## src/rtl/vx_warp_ibuf.sv

```systemverilog
// ============================================================================
// Module   : vx_warp_ibuf
// Brief    : Per-warp instruction FIFOs with round-robin issue to decode.
//            Optional perf stall counters enabled by defining IBUF_PERF_EN.
// Revision : 1.0
// ============================================================================
`default_nettype none

`ifndef NUM_WARPS
`define NUM_WARPS 4
`endif
`ifndef IBUF_SIZE
`define IBUF_SIZE 4
`endif
`ifndef NUM_THREADS
`define NUM_THREADS 4
`endif
`ifndef NW_WIDTH
`define NW_WIDTH 2
`endif
`ifndef PC_BITS
`define PC_BITS 31
`endif
`ifndef UUID_WIDTH
`define UUID_WIDTH 44
`endif

module vx_warp_ibuf #(
    parameter int NUM_WARPS   = `NUM_WARPS,
    parameter int DEPTH       = `IBUF_SIZE,
    parameter int NUM_THREADS = `NUM_THREADS
) (
    input  logic                      clk,
    input  logic                      reset,
    input  logic                      in_valid,
    input  logic [`NW_WIDTH-1:0]      in_wid,
    input  logic [`PC_BITS-1:0]       in_PC,
    input  logic [NUM_THREADS-1:0]    in_tmask,
    input  logic [31:0]               in_instr,
    input  logic [`UUID_WIDTH-1:0]    in_uuid,
    output logic                      in_ready,
    output logic                      out_valid,
    output logic [`NW_WIDTH-1:0]      out_wid,
    output logic [`PC_BITS-1:0]       out_PC,
    output logic [NUM_THREADS-1:0]    out_tmask,
    output logic [31:0]               out_instr,
    output logic [`UUID_WIDTH-1:0]    out_uuid,
    input  logic                      out_ready,
    output logic [NUM_WARPS-1:0]      ibuf_pop
`ifdef IBUF_PERF_EN
    ,
    output logic [31:0]               perf_in_stalls,
    output logic [31:0]               perf_out_stalls
`endif
);

    localparam int c_AW  = $clog2(DEPTH);
    localparam int c_PW  = c_AW + 1;
    localparam int c_NWW = `NW_WIDTH;
    localparam int c_DW  = `PC_BITS + NUM_THREADS + 32 + `UUID_WIDTH;

    logic [c_DW-1:0]  r_mem_q    [NUM_WARPS][DEPTH];
    logic [c_PW-1:0]  r_wr_ptr_q [NUM_WARPS];
    logic [c_PW-1:0]  w_wr_ptr_d [NUM_WARPS];
    logic [c_PW-1:0]  r_rd_ptr_q [NUM_WARPS];
    logic [c_PW-1:0]  w_rd_ptr_d [NUM_WARPS];
    logic [c_NWW-1:0] r_rr_ptr_q, w_rr_ptr_d;
    logic [c_NWW-1:0] r_lock_wid_q, w_lock_wid_d;
    logic             r_lock_q, w_lock_d;

    logic [NUM_WARPS-1:0] w_empty, w_full;
    logic [c_NWW-1:0]     w_rr_wid, w_grant;
    logic                 w_rr_found, w_fire, w_push;
    logic [c_DW-1:0]      w_in_data, w_head;

    assign w_in_data = {in_PC, in_tmask, in_instr, in_uuid};

    always_comb begin
        for (int w = 0; w < NUM_WARPS; w++) begin
            w_empty[w] = (r_wr_ptr_q[w] == r_rd_ptr_q[w]);
            w_full[w]  = (r_wr_ptr_q[w][c_AW] != r_rd_ptr_q[w][c_AW]) &&
                         (r_wr_ptr_q[w][c_AW-1:0] == r_rd_ptr_q[w][c_AW-1:0]);
        end
    end

    // Scan from the farthest offset down so the nearest non-empty warp wins.
    always_comb begin
        logic [c_NWW-1:0] idx;
        idx        = '0;
        w_rr_wid   = r_rr_ptr_q;
        w_rr_found = 1'b0;
        for (int i = NUM_WARPS - 1; i >= 0; i--) begin
            idx = c_NWW'((int'(r_rr_ptr_q) + i) % NUM_WARPS);
            if (!w_empty[idx]) begin
                w_rr_wid   = idx;
                w_rr_found = 1'b1;
            end
        end
    end

    // A stalled grant is locked so out_* cannot change under decode.
    assign w_grant   = r_lock_q ? r_lock_wid_q : w_rr_wid;
    assign out_valid = r_lock_q || w_rr_found;
    assign w_fire    = out_valid && out_ready;
    assign w_head    = r_mem_q[w_grant][r_rd_ptr_q[w_grant][c_AW-1:0]];
    assign {out_PC, out_tmask, out_instr, out_uuid} = w_head;
    assign out_wid   = w_grant;
    assign in_ready  = !w_full[in_wid] || (w_fire && (w_grant == in_wid));
    assign w_push    = in_valid && in_ready;

    always_comb begin
        for (int w = 0; w < NUM_WARPS; w++) begin
            ibuf_pop[w] = w_fire && (w_grant == c_NWW'(w));
        end
    end

    always_comb begin
        w_wr_ptr_d = r_wr_ptr_q;
        w_rd_ptr_d = r_rd_ptr_q;
        w_rr_ptr_d = r_rr_ptr_q;
        if (w_push) begin
            w_wr_ptr_d[in_wid] = r_wr_ptr_q[in_wid] + 1'b1;
        end
        if (w_fire) begin
            w_rd_ptr_d[w_grant] = r_rd_ptr_q[w_grant] + 1'b1;
            w_rr_ptr_d = (w_grant == c_NWW'(NUM_WARPS - 1)) ? '0 : w_grant + 1'b1;
        end
        w_lock_d     = out_valid && !out_ready;
        w_lock_wid_d = w_grant;
    end

    always_ff @(posedge clk) begin
        if (reset) begin
            r_wr_ptr_q   <= '{default: '0};
            r_rd_ptr_q   <= '{default: '0};
            r_rr_ptr_q   <= '0;
            r_lock_q     <= 1'b0;
            r_lock_wid_q <= '0;
        end else begin
            r_wr_ptr_q   <= w_wr_ptr_d;
            r_rd_ptr_q   <= w_rd_ptr_d;
            r_rr_ptr_q   <= w_rr_ptr_d;
            r_lock_q     <= w_lock_d;
            r_lock_wid_q <= w_lock_wid_d;
        end
    end

    always_ff @(posedge clk) begin
        if (w_push) begin
            r_mem_q[in_wid][r_wr_ptr_q[in_wid][c_AW-1:0]] <= w_in_data;
        end
    end

`ifdef IBUF_PERF_EN
    logic [31:0] r_perf_in_q, w_perf_in_d;
    logic [31:0] r_perf_out_q, w_perf_out_d;

    always_comb begin
        w_perf_in_d  = r_perf_in_q;
        w_perf_out_d = r_perf_out_q;
        if (in_valid && !in_ready && (r_perf_in_q != '1)) begin
            w_perf_in_d = r_perf_in_q + 32'd1;
        end
        if (out_valid && !out_ready && (r_perf_out_q != '1)) begin
            w_perf_out_d = r_perf_out_q + 32'd1;
        end
    end

    always_ff @(posedge clk) begin
        if (reset) begin
            r_perf_in_q  <= '0;
            r_perf_out_q <= '0;
        end else begin
            r_perf_in_q  <= w_perf_in_d;
            r_perf_out_q <= w_perf_out_d;
        end
    end

    assign perf_in_stalls  = r_perf_in_q;
    assign perf_out_stalls = r_perf_out_q;
`endif

endmodule

`default_nettype wire

```

## config.mk

```make
export PLATFORM = sky130hd
export DESIGN_NAME = vx_warp_ibuf
export DESIGN_NICKNAME = d
export VERILOG_FILES = /design/src/rtl/vx_warp_ibuf.sv
export SDC_FILE = /design/constraint.sdc
export NUM_CORES = 2
export LEC_CHECK = 0
export CAP_MARGIN = 30
export CORE_ASPECT_RATIO = 0.6
export CORE_MARGIN = 2
export CORE_UTILIZATION = 45
export CTS_BUF_LIST = sky130_fd_sc_hd__clkbuf_8 sky130_fd_sc_hd__clkbuf_16
export CTS_CLUSTER_SIZE = 40
export DETAILED_ROUTE_END_ITERATION = 16
export SETUP_SLACK_MARGIN = 0.1
export SLEW_MARGIN = 25
export SYNTH_ARGS = -nofsm -noshare
export SYNTH_HDL_FRONTEND = slang
export SYNTH_SLANG_ARGS = --single-unit
```

## constraint.sdc

```tcl
create_clock -name clk -period 14.5 [get_ports clk]
set_input_delay 2.9 -clock clk [delete_from_list [all_inputs] [get_ports clk]]
set_output_delay 2.9 -clock clk [all_outputs]
set_load 0.01 [all_outputs]
```

==> results.md <==
- Area used by multi-input combinational logic: 20,830 um^2
- Path depth of the worst reg2reg path: 13
- Routed WL per cell: 29.03 um
- CTS tree: yes
- Global Route Usage Sum: 0.2540
- Worst-path clk slew: 60 ps
- Most numerous cell on the critical path: sky130_fd_sc_hd__buf_4
- Critical path, cell by cell: xor2_1, nor4_1, o311a_4, nor2_4, buf_4, nand4_1, and3_4, buf_4, buf_4, mux2i_1, mux2i_1, clkdlybuf4s50_1
- Placeable core region: 170,100 um^2
- Antenna violations before repair: 29
- Most common cell after layout, fill and taps aside: sky130_fd_sc_hd__edfxtp_1
- Critical path launch point type: flip-flop
- Number of synthesis warnings: 0
- Final core utilization: 0.5102
- Launch point of the worst path: r_rd_ptr_q[2]$_SDFFE_PP0P_
- Sequential standard cell area: 53,910 um^2
- DR vias/cell: 6.512
- Filler Cell Count: 14.26k
- Termination of the worst setup path: out_instr[16]
- Setup tns final: 0 ps
- Final slew viol count: 0
- Post-Syn Instances: 5,617
- Global-route wire length before repair: 338.3 mm
- Proportion of layout cells with a drive suffix above 1: 0.06673
- Final weighted congestion in routability-driven placement: 0.7755
- Minimum period implied by the final worst setup slack: 9932 ps
- Number of DRC markers in iteration 0: 6,958
- Via count of the first global-routing pass: 48.92k
- Starting Density: 0.4547
- Setup violators final: 0
- Detail Route Antenna Nets: 0
- CTS H-Tree Depth: 4
- Post-synthesis instance area: 77,350 um^2
- Total of buffers placed on input and output ports: 235
- Largest stage delay on the critical path: 850 ps
- DR pass1 iterations: 6
- Reg-to-reg endpoint: r_mem_q[0][215]$_DFFE_PP_
- Routed via count: 51.39k
- Final net count: 5,627
- Worst path required time: 11,600 ps
- Fin Clk Skew: 31.66 ps
- Class of the worst hold path: flip-flop to flip-flop
- DIE AREA: 175,300 um^2
- Seq/Total Area, Yosys: 0.6970
- Number of sinks handled by clock tree synthesis: 1,805
- Final std cell area, no fill: 86,790 um^2
- Aggregate routed wire length: 229.1 mm
- Post-synth top flop: sky130_fd_sc_hd__edfxtp_1
- # Max-Cap Violations: 0
- Slew margin rel.: 0.2483
- Arrival time worst endpoint: 7030 ps
- I/O pins: 236
- Ys async rst share: 0
- Worst R2R Start: r_rd_ptr_q[8]$_SDFFE_PP0P_
- Synthesized netlist net count: 5,743
- Die extent in x: 539.3 um
- Area growth, synth to finish: 12.19%
- Clock root buffer: sky130_fd_sc_hd__clkbuf_16
- Mean Syn Cell Area: 13.77 um^2
- Critical path class: flip-flop to primary output
- Worst-case register-to-register setup slack: 7120 ps
- Hold Fails Final Rpt: 0
- Area after DPL: 81,160 um^2
- Most frequent cells in the layout: sky130_fd_sc_hd__edfxtp_1, sky130_fd_sc_hd__nand3_1, sky130_fd_sc_hd__nand4_1
- Critical Path Sink Type: primary output
- Cell type of the slowest stage on the worst timing path: sky130_fd_sc_hd__o311a_4
- Final Cycle Share: 0.6850
- Maximum number of pins on one net before global-route repair: 265
- Chip Height: 325.2 um
- EDFF count, synth: 1,776
- Standard-cell row count: 117
- Worst Path Max Fanout: 56
- Post-CTS Repair Setup Buffers: 0
- Setup repair after global routing missed its margin: no
- Flops & latches, synth: 1,805
- Clock Path Buffers: 4
- Hold-fix buffers, CTS: 0
- Total CTS buffers: 175
- Outcome: finished, final reports clean
- Worst slew pin tran: 1128 ps
- DRC violations left: 0
- Distinct cell type count of the synthesized netlist: 51
- Total grt overflow: 0
- Dpl hpwl: 104.1 mm
- Fmax: 100.7 MHz
- Cts repair resizes: 0
- Clock latency of the later-clocked register in the worst-skew pair: 820 ps
how the worst min path moves through the flow:
stage,to,from,depth (start not counted)
2_1_floorplan,r_wr_ptr_q[3]$_SDFFE_PP0P_,r_wr_ptr_q[3]$_SDFFE_PP0P_,2
3_3_place_gp,r_wr_ptr_q[7]$_SDFFE_PP0P_,r_wr_ptr_q[7]$_SDFFE_PP0P_,2
3_5_place_dp,r_wr_ptr_q[7]$_SDFFE_PP0P_,r_wr_ptr_q[7]$_SDFFE_PP0P_,2
4_1_cts,r_wr_ptr_q[7]$_SDFFE_PP0P_,r_wr_ptr_q[7]$_SDFFE_PP0P_,2
5_1_grt,r_rd_ptr_q[0]$_SDFFE_PP0P_,r_rd_ptr_q[0]$_SDFFE_PP0P_,2
6_report,r_wr_ptr_q[3]$_SDFFE_PP0P_,r_wr_ptr_q[3]$_SDFFE_PP0P_,2
cell usage after synthesis, drive strengths merged, types with 11 or more instances:
master | count | area share
dfxtp | 29 | 0.0075
a22o | 445 | 0.050
edfxtp | 1776 | 0.69
nand3 | 894 | 0.058
buf | 183 | 0.013
o21ai | 446 | 0.029
nand2b | 11 | 0.00089
nor2 | 23 | 0.0012
and2 | 17 | 0.0014
nand4 | 890 | 0.072
clkbuf | 458 | 0.022
mux2i | 349 | 0.045
per-stage QoR:
stage          cells  hold slack, ps  setup WS, ps
3_5_place_dp    7573           499.3          5021
3_3_place_gp    7558           501.9          5049
6_report        7892           509.8          4568
2_1_floorplan   5617           470.6          7352
4_1_cts         7869           515.5          4132
5_1_grt         7887           551.8          4236
final cells by class:
class	instances	share of cell area
flip-flops and latches	1805	0.6212
multi-input cells	3163	0.2400
clock buffers	181	0.05219
repair buffers	348	0.04462
well taps	2261	0.03260
clock inverters	115	0.008607
inverters	8	0.0004469
diodes	11	0.0003172
cell families after synthesis:
kind of cell,Yosys count,share of synthesized area
AO/OA/AOI/OAI,923,0.08270
buffers and inverters,649,0.03531
multiplexers,357,0.04676
adder cells (fa/ha/maj),9,0.001456
XOR/XNOR,14,0.001585
flip-flops,1805,0.6970
AND/OR/NAND/NOR,1860,0.1352
metal layers:
| layer | track usage | vias up | wire (um) |
|---|---|---|---|
| li1 | - | 22529 | - |
| met1 | 0.3767 | 26093 | 101000 |
| met2 | 0.3801 | 2385 | 102200 |
| met3 | 0.05359 | 355 | 20310 |
| met4 | 0.06423 | 32 | 5383 |
| met5 | 0 | - | 223 |
state kept, by name, indices dropped and copies added, names as in the netlist:
signal and flops:
r_lock_q 1, r_rr_ptr_q 2, r_mem_q 1776, r_rd_ptr_q 12, r_wr_ptr_q 12, r_lock_wid_q 2
critical path: cells and delay by family, from the launching register on:
kind,cells,cell delay [ps]
AOI/OAI and AO/OA,1,850
buffers and inverters,4,2610
and+or+nand+nor,4,1480
DFF,1,330
muxes,2,630
xor gates and xnor gates,1,190
Power is not shown: default switching activity piles up to over one toggle a cycle in this logic, so the estimate is an artifact.
